`config.mk`:
```
export PLATFORM = sky130hd
export DESIGN_NAME = ps2_keyboard_rx_flat
export DESIGN_NICKNAME = d
export VERILOG_FILES = /design/src/rtl/ps2_keyboard_rx_if.sv /design/src/rtl/ps2_keyboard_rx.sv /design/src/flat_wrapper.sv
export SDC_FILE = /design/constraint.sdc
export NUM_CORES = 1
export LEC_CHECK = 0
export CAP_MARGIN = 30
export CORE_ASPECT_RATIO = 1.4
export CORE_MARGIN = 1.5
export CORE_UTILIZATION = 50
export DETAILED_ROUTE_END_ITERATION = 7
export PLACE_DENSITY = 0.71
export SYNTH_ARGS = -nofsm -noshare
export SYNTH_HDL_FRONTEND = slang
export SYNTH_SLANG_ARGS = --single-unit
```
`constraint.sdc`:
```
create_clock -name clk -period 7.05 [get_ports clk]
set_clock_uncertainty 0.15 [all_clocks]
set_input_delay 0.705 -clock clk [delete_from_list [all_inputs] [get_ports clk]]
set_output_delay 0.705 -clock clk [all_outputs]
set_load 0.05 [all_outputs]
```
`src/rtl/ps2_keyboard_rx_if.sv`:
```
// Consumer-side bundle of the PS/2 receiver: decoded code, handshake and status pulses.
// valid/ready: a code transfers on any cycle where valid && ready are both high; while
// valid && !ready the fields hold stable, and valid never waits on ready to rise.
interface ps2_keyboard_rx_if;
    logic [7:0] data;
    logic       is_break;
    logic       is_extended;
    logic       valid;
    logic       ready;
    logic       frame_error;
    logic       overrun;
    logic [1:0] dbg_state;

    modport master (
        output data, is_break, is_extended, valid, frame_error, overrun, dbg_state,
        input  ready
    );

    modport slave (
        input  data, is_break, is_extended, valid, frame_error, overrun, dbg_state,
        output ready
    );
endinterface

```
`src/rtl/ps2_keyboard_rx.sv`:
```
// PS/2 keyboard receiver: synchronises and deglitches the keyboard clock, shifts in
// 11-bit frames, folds the E0/F0 prefixes into flags and presents one code at a time.
module ps2_keyboard_rx #(
    parameter int FILTER  = 8,
    parameter int TIMEOUT = 16000
) (
    input  logic              clk,
    input  logic              reset,
    input  logic              ps2_clk,
    input  logic              ps2_data,
    ps2_keyboard_rx_if.master bus
);
    typedef enum logic [1:0] {
        IDLE  = 2'd0,
        SHIFT = 2'd1,
        CHECK = 2'd2
    } state_t;

    localparam int FW = $clog2(FILTER + 1);
    localparam int TW = $clog2(TIMEOUT + 1);
    localparam logic [FW-1:0] FILT_LAST = FW'(FILTER - 1);
    localparam logic [TW-1:0] TO_MAX    = TW'(TIMEOUT);

    logic          r_clk_s1, r_clk_s2, r_dat_s1, r_dat_s2;
    logic [FW-1:0] r_filt_cnt;
    logic          r_filt_clk;
    state_t        r_state;
    logic [3:0]    r_bit_cnt;
    logic [9:0]    r_shift;
    logic [TW-1:0] r_to_cnt;
    logic          r_pend_brk, r_pend_ext;
    logic [7:0]    r_data;
    logic          r_brk, r_ext, r_valid, r_ferr, r_ovr;

    logic          w_fall, w_good;
    logic [7:0]    w_byte;

    always_ff @(posedge clk) begin
        if (reset) begin
            r_clk_s1 <= 1'b1;
            r_clk_s2 <= 1'b1;
            r_dat_s1 <= 1'b1;
            r_dat_s2 <= 1'b1;
        end else begin
            r_clk_s1 <= ps2_clk;
            r_clk_s2 <= r_clk_s1;
            r_dat_s1 <= ps2_data;
            r_dat_s2 <= r_dat_s1;
        end
    end

    // The filtered level flips on the FILTER-th consecutive sample that disagrees with it.
    always_ff @(posedge clk) begin
        if (reset) begin
            r_filt_cnt <= '0;
            r_filt_clk <= 1'b1;
        end else if (r_clk_s2 == r_filt_clk) begin
            r_filt_cnt <= '0;
        end else if (r_filt_cnt == FILT_LAST) begin
            r_filt_clk <= r_clk_s2;
            r_filt_cnt <= '0;
        end else begin
            r_filt_cnt <= r_filt_cnt + 1'b1;
        end
    end

    assign w_fall = r_filt_clk && !r_clk_s2 && (r_filt_cnt == FILT_LAST);
    // r_shift after a full frame: [7:0] data, [8] parity, [9] stop.
    assign w_good = (^r_shift[8:0]) && r_shift[9];
    assign w_byte = r_shift[7:0];

    always_ff @(posedge clk) begin
        if (reset) begin
            r_state    <= IDLE;
            r_bit_cnt  <= '0;
            r_shift    <= '0;
            r_to_cnt   <= '0;
            r_pend_brk <= 1'b0;
            r_pend_ext <= 1'b0;
            r_data     <= 8'h00;
            r_brk      <= 1'b0;
            r_ext      <= 1'b0;
            r_valid    <= 1'b0;
            r_ferr     <= 1'b0;
            r_ovr      <= 1'b0;
        end else begin
            r_ferr <= 1'b0;
            r_ovr  <= 1'b0;
            if (w_fall) begin
                r_to_cnt <= '0;
            end else if (r_to_cnt != TO_MAX) begin
                r_to_cnt <= r_to_cnt + 1'b1;
            end
            if (r_valid && bus.ready) begin
                r_valid <= 1'b0;
            end
            case (r_state)
                IDLE: begin
                    if (w_fall && !r_dat_s2) begin
                        r_state   <= SHIFT;
                        r_bit_cnt <= 4'd1;
                    end
                end
                SHIFT: begin
                    if (w_fall) begin
                        r_shift   <= {r_dat_s2, r_shift[9:1]};
                        r_bit_cnt <= r_bit_cnt + 1'b1;
                        if (r_bit_cnt == 4'd10) begin
                            r_state <= CHECK;
                        end
                    end else if (r_to_cnt == TO_MAX) begin
                        r_state    <= IDLE;
                        r_bit_cnt  <= '0;
                        r_ferr     <= 1'b1;
                        r_pend_brk <= 1'b0;
                        r_pend_ext <= 1'b0;
                    end
                end
                CHECK: begin
                    r_state   <= IDLE;
                    r_bit_cnt <= '0;
                    if (!w_good) begin
                        r_ferr     <= 1'b1;
                        r_pend_brk <= 1'b0;
                        r_pend_ext <= 1'b0;
                    end else if (w_byte == 8'hE0) begin
                        r_pend_ext <= 1'b1;
                    end else if (w_byte == 8'hF0) begin
                        r_pend_brk <= 1'b1;
                    end else begin
                        r_pend_brk <= 1'b0;
                        r_pend_ext <= 1'b0;
                        // A code landing on an accepting cycle replaces the old one seamlessly.
                        if (r_valid && !bus.ready) begin
                            r_ovr <= 1'b1;
                        end else begin
                            r_data  <= w_byte;
                            r_brk   <= r_pend_brk;
                            r_ext   <= r_pend_ext;
                            r_valid <= 1'b1;
                        end
                    end
                end
                default: r_state <= IDLE;
            endcase
        end
    end

    assign bus.data        = r_data;
    assign bus.is_break    = r_brk;
    assign bus.is_extended = r_ext;
    assign bus.valid       = r_valid;
    assign bus.frame_error = r_ferr;
    assign bus.overrun     = r_ovr;
    assign bus.dbg_state   = r_state;
endmodule

```
`src/flat_wrapper.sv`:
```
// flat-port wrapper written by rule: the top's interface ports become plain ports
module ps2_keyboard_rx_flat 
#(
    parameter int FILTER  = 8,
    parameter int TIMEOUT = 16000
)
  (clk, reset, ps2_clk, ps2_data, bus_data, bus_is_break, bus_is_extended, bus_valid, bus_frame_error, bus_overrun, bus_dbg_state, bus_ready);
  ps2_keyboard_rx_if bus_i ();
  input  logic clk;
  input  logic reset;
  input  logic ps2_clk;
  input  logic ps2_data;
  output wire logic [$bits(bus_i.data)-1:0] bus_data;
  output wire logic [$bits(bus_i.is_break)-1:0] bus_is_break;
  output wire logic [$bits(bus_i.is_extended)-1:0] bus_is_extended;
  output wire logic [$bits(bus_i.valid)-1:0] bus_valid;
  output wire logic [$bits(bus_i.frame_error)-1:0] bus_frame_error;
  output wire logic [$bits(bus_i.overrun)-1:0] bus_overrun;
  output wire logic [$bits(bus_i.dbg_state)-1:0] bus_dbg_state;
  input wire logic [$bits(bus_i.ready)-1:0] bus_ready;
  assign bus_data = bus_i.data;
  assign bus_is_break = bus_i.is_break;
  assign bus_is_extended = bus_i.is_extended;
  assign bus_valid = bus_i.valid;
  assign bus_frame_error = bus_i.frame_error;
  assign bus_overrun = bus_i.overrun;
  assign bus_dbg_state = bus_i.dbg_state;
  assign bus_i.ready = bus_ready;
  ps2_keyboard_rx #(.FILTER(FILTER), .TIMEOUT(TIMEOUT)) u_core (.clk(clk), .reset(reset), .ps2_clk(ps2_clk), .ps2_data(ps2_data), .bus(bus_i));
endmodule
```
==> results.toml, run 1 <==
[run_status]
status = "completed"

[layout]
layout_commonest_cell = "dfxtp_1"
insertedDiodeCount = 0
areaGrowthSynthToFinish_pct = 14.06
nFillCells = 436
layout-drive-gt1-share = 0.04778
nets = 312
layout_common_cells = "dfxtp_1, nor2_1, nand2_1"

[yosys]
ys_seq_elements = 54
ys.flop_type = "dfxtp_1"
synth-edff-count = 0
synth_area_um2 = 2411
async_reset_ff_frac = 0
syn_area_per_cell_um2 = 8.799
ys_types = 38
ys_seq_area_frac = 0.4484
synth.area.top_cells = "dfxtp_1, ha_1, nor2_1, mux2i_1, nand2_1"
yosysWarnings = 0
synth_fp_nets = 294
synth_top_area_frac = 0.4484
synth_cells = 274
synth_largest_area_cell = "dfxtp_1"

[sta]
rsz0062_at_grt = "false"
fin_ws_ns = 4.233
fin_setup_tns_ns = 0
final_max_slew_viol_count = 0
finalHoldViolations = 0
fin_crit_ns = 2.817
setup_violations = 0
relSlewSlack = 0.4884
fmax_mhz = 354.9
worstMarginPinSlew_ns = 0.7645
fin_crit_sh = 0.3996

[grt]
grt_pass1_wl_um = 7631
grtUsageTotal = 0.1926
grt_max_degree = 25
antenna_found_initial = 0
gr-total-overflow = 0
grt_pass1_vias = 1765

[pwr]
leakage_nw = 1.036
clockPowerShare = 0.349
net-switching-power_mw = 0.1274
max-vdd-ir-drop_v = 0.0001270
internal_power_mw = 0.4018
total_power_mw = 0.5292
p_seq_frac = 0.591
p_comb_frac = 0.060
netSwitchingFraction = 0.2407
p_per_area_nw_per_um2 = 192.4

[clock_tree]
clockBufferDepth = 2
cts_root_buf = "clkbuf_8"
clk_latency_ns = 0.32
cts_setup_buffers = 0
cts_tree = "yes"
cts_buffers = 5
cts_htree_levels = 2
clkSinkCount = 54
cts_resized = 0
cts_hold_buffers = 0
cts.clk_slew.worst_paths_ns = 0.10

[route]
drcViolationCount = 0
totalWireLength_um = 4432
wl_per_cell_um = 12.48
vias_per_cell = 5.324
num_vias = 1890
dr.first_iter.drc_count = 90
postRouteAntennaNets = 0
dr.pass1.iters = 4

[floorplanning]
fp.dieW_um = 61.69
initial_core_util = 0.5274
coreArea_um2 = 4572
die_h_um = 85.17
pin_count = 20
dieArea_um2 = 5254
placement_rows = 29

[run]
drv_cap = 0

[worst_setup_path]
critical_path_class = "flop to flop"
cp-end-kind = "flop"
cp_data_required_time_ns = 7.15
cp-start-kind = "flop"
critPathMaxFanout = 11
critPathArrivalTime_ns = 2.92

[placement]
dpl_worst_slack_ns = 4.246
dp_hpwl_um = 3176
gp_congestion = 0.7422
portBuffers = 19

[worst_hold_path]
hold_class = "flop to flop"
-- cells in the mapped netlist, types with 6 or more instances --
library cell  number
xor2_1             7
nor3_1             6
nand2_1           29
clkbuf_1           7
dfxtp_1           54
ha_1              15
xnor2_1            6
a21oi_1           19
nand4_1            7
nand3_1           10
nor2_1            35
inv_1             19
mux2i_1           12
o21ai_0            6
-- area by class of cell --
cell class	instances	area, µm²	share of cell area
clock buffer	6	82.58	0.03003
clock inverter	2	16.27	0.005914
inverter	19	71.32	0.02593
multi-input combinational	192	1224	0.4449
sequential	54	1081	0.3931
tap	62	77.57	0.02821
timing repair buffer	20	197.7	0.07188
-- worst paths after layout --
path                      startpoint                   to  slack [ns]  cells after the start
setup reg to reg  u_core.r_to_cnt[2]  u_core.r_bit_cnt[3]        4.23                      5
setup / recovery  u_core.r_to_cnt[2]  u_core.r_bit_cnt[3]        4.23                      5
hold reg to reg      u_core.r_dat_s1      u_core.r_dat_s2        0.27                      1
hold / removal       u_core.r_dat_s1      u_core.r_dat_s2        0.27                      1
-- stage by stage --
step                hold WS (ns)  std cells  utilization  cell area, µm²
finish                    0.2669        355       0.6015            2750
global route              0.2877        355       0.6015            2750
CTS                       0.2661        355       0.6015            2750
detailed placement        0.2423        347       0.5799            2651
global placement          0.2410        347       0.5799            2651
floorplan                 0.2395        274            -            2411
-- metal layers --
layer / vias up / track usage / wire length (µm)
met3: 6 / 0.04573 / 119
met5: - / 0 / 0
met2: 24 / 0.3234 / 2322
li1: 968 / - / -
met1: 892 / 0.2311 / 1907
met4: 0 / 0.07157 / 82
-- sequential cells by signal, summed over array words and instances (netlist names), 2 cells and up --
name	cells
u_core.bus.dbg_state	2
u_core.r_shift	10
u_core.r_bit_cnt	4
u_core.bus.data	8
u_core.r_to_cnt	14
u_core.r_filt_cnt	4
-- critical path, stage by stage (launching register included) --
cell and delay [ns]:
dfxtp_1 0.37, or4b_1 0.52, or4_1 0.72, a211o_1 0.37, or4_1 0.51, a21oi_1 0.12
-- power groups by stage --
stage / clock, mW / combinational (mW) / sequential [mW]
after CTS: 0.188 / 0.0322 / 0.313
after floorplan: 0 / 0.0211 / 0.321
after global placement: 0 / 0.0315 / 0.319
final: 0.185 / 0.0318 / 0.313
after global routing: 0.201 / 0.0360 / 0.313
after detailed placement: 0 / 0.0317 / 0.320
-- logic make-up after synthesis --
logic type / Yosys count / synth area share
AOI/OAI and AO/OA: 38 / 0.09446
DFF: 54 / 0.4484
xor gates and xnor gates: 14 / 0.05656
and+or+nand+nor: 113 / 0.2289
buffers and inverters: 28 / 0.04411
muxes: 12 / 0.04982
adders and majority gates: 15 / 0.07784
Note: power is estimated with default switching activity, not from simulation.
==> run 2, diff against run 1 <==
PLACE_DENSITY = 0.74   (was 0.71)
clock period = 2.4 ns   (was 7.05 ns; I/O delays follow)
==> run 2 against run 1 <==
  * Global-route usage grew 0.75 points
  * Non-clock buffer count rose by 12
  * Sequential share of layout area decreased by 1.6 points
  * Highest routed layer unchanged
  * Worst setup slack got worse by 4.2 ns
  * Clock power grew to 2.8 times the previous value
  * Flip-flop and latch count did not move
  * Power grew to 2.9 times the previous value
  * The run now ends with setup timing left
  * Sequential power grew to 2.9 times the previous value
  * Cell count rose by 3.4%
==> results.toml, run 2 (synthesis gave the netlist of run 1 again) <==
[run_status]
status = "complete, but fails checks"
failed_checks = "setup timing"

[route]
wl_per_cell_um = 12.87
num_vias = 1975
drcViolationCount = 0
dr.first_iter.drc_count = 74
dr.pass1.iters = 4
totalWireLength_um = 4724
postRouteAntennaNets = 0
vias_per_cell = 5.381

[worst_setup_path]
rr_worst_depth = 5
cp-end-kind = "flop"
critPathArrivalTime_ns = 2.49
crit_start = "u_core.r_to_cnt[2]"
r2r-start = "u_core.r_to_cnt[2]"
cp_data_required_time_ns = 2.49
cp-start-kind = "flop"
critPathMaxFanout = 4
critical_path_class = "flop to flop"

[grt]
grt_pass1_wl_um = 8162
gr-total-overflow = 0
grt_max_degree = 39
grt_pass1_vias = 1896
grtUsageTotal = 0.2002
antenna_found_initial = 0

[layout]
largest_register = "u_core.r_to_cnt"
final_cells = 367
areaGrowthSynthToFinish_pct = 19.20
postLayoutCoreUtil = 0.6286
layout_common_cells = "dfxtp_1, nor2_1, nand2_1"
nets = 324
layout_commonest_cell = "dfxtp_1"
layout-drive-gt1-share = 0.1016
largest_reg_flops = 14
insertedDiodeCount = 0

[clock_tree]
cts_htree_levels = 2
cts_root_buf = "clkbuf_8"
clockBufferDepth = 2
cts_buffers = 5
clk_latency_ns = 0.30
cts.clk_slew.worst_paths_ns = 0.09
cts_tree = "yes"
clkSinkCount = 54

[pwr]
leakage_nw = 1.111
p_per_area_nw_per_um2 = 539.3
total_power_mw = 1.550
max-vdd-ir-drop_v = 0.0003216

[floorplanning]
fp.dieW_um = 61.69
placement_rows = 29
coreArea_um2 = 4572
initial_core_util = 0.5274
die_h_um = 85.17
pin_count = 20
dieArea_um2 = 5254

[sta]
fin_crit_ns = 2.402
fin_crit_sh = 1.001
fmax_mhz = 416.3
final_max_slew_viol_count = 0
finalHoldViolations = 0
fin_ws_ns = -0.001879
fin_setup_tns_ns = -0.001879
worstMarginPinSlew_ns = 0.5246
setup_violations = 1
relSlewSlack = 0.6494
rsz0062_at_grt = "true"

[worst_hold_path]
hold_class = "flop to flop"
holdPathStages = 1
hp-start = "u_core.r_dat_s1"

[placement]
gp_congestion = 0.7870
dp.cells = 359
dp_hpwl_um = 3388
portBuffers = 19

[run]
drv_cap = 0
-- run 2: path summary, 6_finish.rpt --
path	to	slack (ns)
worst max-delay path	u_core.r_bit_cnt[2]	-0.002
worst min-delay path	u_core.r_dat_s2	0.27
worst max register to register	u_core.r_bit_cnt[2]	-0.002
worst min register to register	u_core.r_dat_s2	0.27
-- run 2: cell type report --
type                    instances  area [µm²]
multi-input cells             192        1259
fillers                       403        1698
repair buffers                 32       287.8
clock inverters                 1       8.758
clock buffers                   7       86.33
flip-flops and latches         54        1084
inverters                      19       71.32
well taps                      62       77.57
-- run 2: worst max-delay path, cell delays in order, from the launching register on --
cell and delay (ns):
dfxtp_1 0.32, or4b_1 0.54, or4_4 0.44, a211o_1 0.30
or4b_1 0.48, a21oi_1 0.12
-- run 2: repair_timing --
action                                  4_1_cts  5_1_grt
pin swaps                                     1        0
endpoints found under the setup margin        3        6
buffers inserted                              0        0
resized for setup                             4        3
hold buffers                                  0        0
hold endpoints to repair                      0        0
-- run 2: per-layer routing --
metal / part of all wire / up-vias / global-route usage
li1: - / 996 / -
met1: 0.42 / 947 / 0.2341
met2: 0.54 / 26 / 0.3541
met3: 0.024 / 6 / 0.04116
met4: 0.013 / 0 / 0.05803
met5: 0 / - / 0
-- run 2: per-stage QoR --
step	instance area, µm²	hold WS [ns]	setup WS (ns)
floorplan	2412	0.1938	0.01463
global placement	2743	0.2419	-0.007512
detailed placement	2743	0.2493	-0.05882
CTS	2851	0.2719	-0.00007461
global route	2874	0.2863	-0.07037
finish	2874	0.2664	-0.001879
-- run 2: power by group --
group,switching [mW],leakage (nW),internal (mW)
clock,0.285,0.0489,0.239
sequential,0.00869,0.438,0.907
combinational,0.0673,0.625,0.0435
total,0.361,1.11,1.19
==> run 3, diff against run 2 <==
RECOVER_POWER = 50   (was unset)
==> run 3 against run 2 <==
  * The run still ends with setup timing left
  * Critical endpoint unchanged
  * First-iteration DRC count did not move
  * Flip-flop and latch count did not move
  * Global-route usage unchanged
  * Clock power about the same
  * Sequential power barely moved
  * Worst setup slack barely moved
  * Via count about the same
==> results.toml, run 3 (synthesis gave the netlist of run 1 again) <==
[layout]
nets = 324
layout_commonest_cell = "dfxtp_1"
layout-drive-gt1-share = 0.09836
final_area_um2 = 2870
layout_common_cells = "dfxtp_1, nor2_1, nand2_1, inv_1, a21oi_1"
areaGrowthSynthToFinish_pct = 19.05
largest_register = "u_core.r_to_cnt"
postLayoutCoreUtil = 0.6278
largest_reg_flops = 14
final_cells = 367
insertedDiodeCount = 0

[placement]
portBuffers = 19
placed_area_um2 = 2743
dpl_worst_slack_ns = -0.05882
dp.cells = 359
dp_hpwl_um = 3388
gp_congestion = 0.7870

[floorplanning]
initial_core_util = 0.5274
pin_count = 20
dieArea_um2 = 5254
placement_rows = 29
coreArea_um2 = 4572
die_h_um = 85.17
fp.dieW_um = 61.69

[route]
dr.first_iter.drc_count = 74
vias_per_cell = 5.379
postRouteAntennaNets = 0
drcViolationCount = 0
totalWireLength_um = 4711
wl_per_cell_um = 12.84
dr.pass1.iters = 5
num_vias = 1974

[worst_setup_path]
cp_data_required_time_ns = 2.49
crit_start = "u_core.r_to_cnt[2]"
r2r-start = "u_core.r_to_cnt[2]"
critPathArrivalTime_ns = 2.49
critical_path_class = "flop to flop"
critPathMaxFanout = 4
critical_path.reg2reg.endpoint = "u_core.r_bit_cnt[2]"
endpoint = "u_core.r_bit_cnt[2]"
reg2reg_setup_slack_ns = -0.002
rr_worst_depth = 5
cp-end-kind = "flop"
cp-start-kind = "flop"

[sta]
worstMarginPinSlew_ns = 0.5196
rsz0062_at_grt = "true"
finalHoldViolations = 0
fin_setup_tns_ns = -0.001946
fin_ws_ns = -0.001946
fin_crit_ns = 2.402
timing.hold.ws_ns = 0.2672
fmax_mhz = 416.3
setup_violations = 1
fin_crit_sh = 1.001
final_max_slew_viol_count = 0
relSlewSlack = 0.6527

[grt]
grt_pass1_vias = 1896
gr-total-overflow = 0
grt_pass1_wl_um = 8162
antenna_found_initial = 0
grt_max_degree = 39
grtUsageTotal = 0.2002

[run]
drv_cap = 0

[clock_tree]
cts_buffers = 5
cts_tree = "yes"
clkSinkCount = 54
clk_latency_ns = 0.30
cts_hold_buffers = 0
cts_htree_levels = 2
cts_setup_buffers = 0
cts.clk_slew.worst_paths_ns = 0.09
clockBufferDepth = 2
cts_root_buf = "clkbuf_8"

[run_status]
status = "complete, but fails checks"
failed_checks = "setup timing"

[pwr]
p_per_area_nw_per_um2 = 539.7
max-vdd-ir-drop_v = 0.0003212
leakage_nw = 1.154
total_power_mw = 1.549

[worst_hold_path]
hold_class = "flop to flop"
-- run 3: worst min path at each step --
stage / cells past startpoint / endpoint / start
global placement: 1 / u_core.r_dat_s2 / u_core.r_dat_s1
CTS: 1 / u_core.r_dat_s2 / u_core.r_dat_s1
floorplan: 1 / u_core.r_clk_s1 / ps2_clk
global route: 1 / u_core.r_dat_s2 / u_core.r_dat_s1
finish: 1 / u_core.r_dat_s2 / u_core.r_dat_s1
detailed placement: 1 / u_core.r_dat_s2 / u_core.r_dat_s1
-- run 3: repair_timing --
action | in CTS | in global routing
pin swaps | 1 | 0
gates resized for setup | 4 | 3
endpoints found under the setup margin | 3 | 6
-- run 3: final cells by class --
class / instances / area, µm²
fill: 403 / 1702
multi-input combinational: 192 / 1259
sequential: 54 / 1084
timing repair buffer: 32 / 284.0
clock buffer: 7 / 86.33
tap: 62 / 77.57
inverter: 19 / 71.32
clock inverter: 1 / 8.758
-- run 3: worst max-delay path: stages, from the launching register on --
cell,delay (ns)
dfxtp_1,0.32
or4b_1,0.54
or4_4,0.44
a211o_1,0.30
or4b_1,0.48
a21oi_1,0.12
-- run 3: power by group --
group | switching, mW | internal, mW | leakage [nW]
Combinational | 0.0670 | 0.0425 | 0.668
Clock | 0.285 | 0.239 | 0.0489
Sequential | 0.00869 | 0.907 | 0.438
-- run 3: layer usage --
layer,global-route usage,vias up,share of wire
met5,0,-,0
met4,0.05803,0,0.013
met3,0.04116,6,0.024
met2,0.3541,24,0.54
met1,0.2341,950,0.42
li1,-,994,-
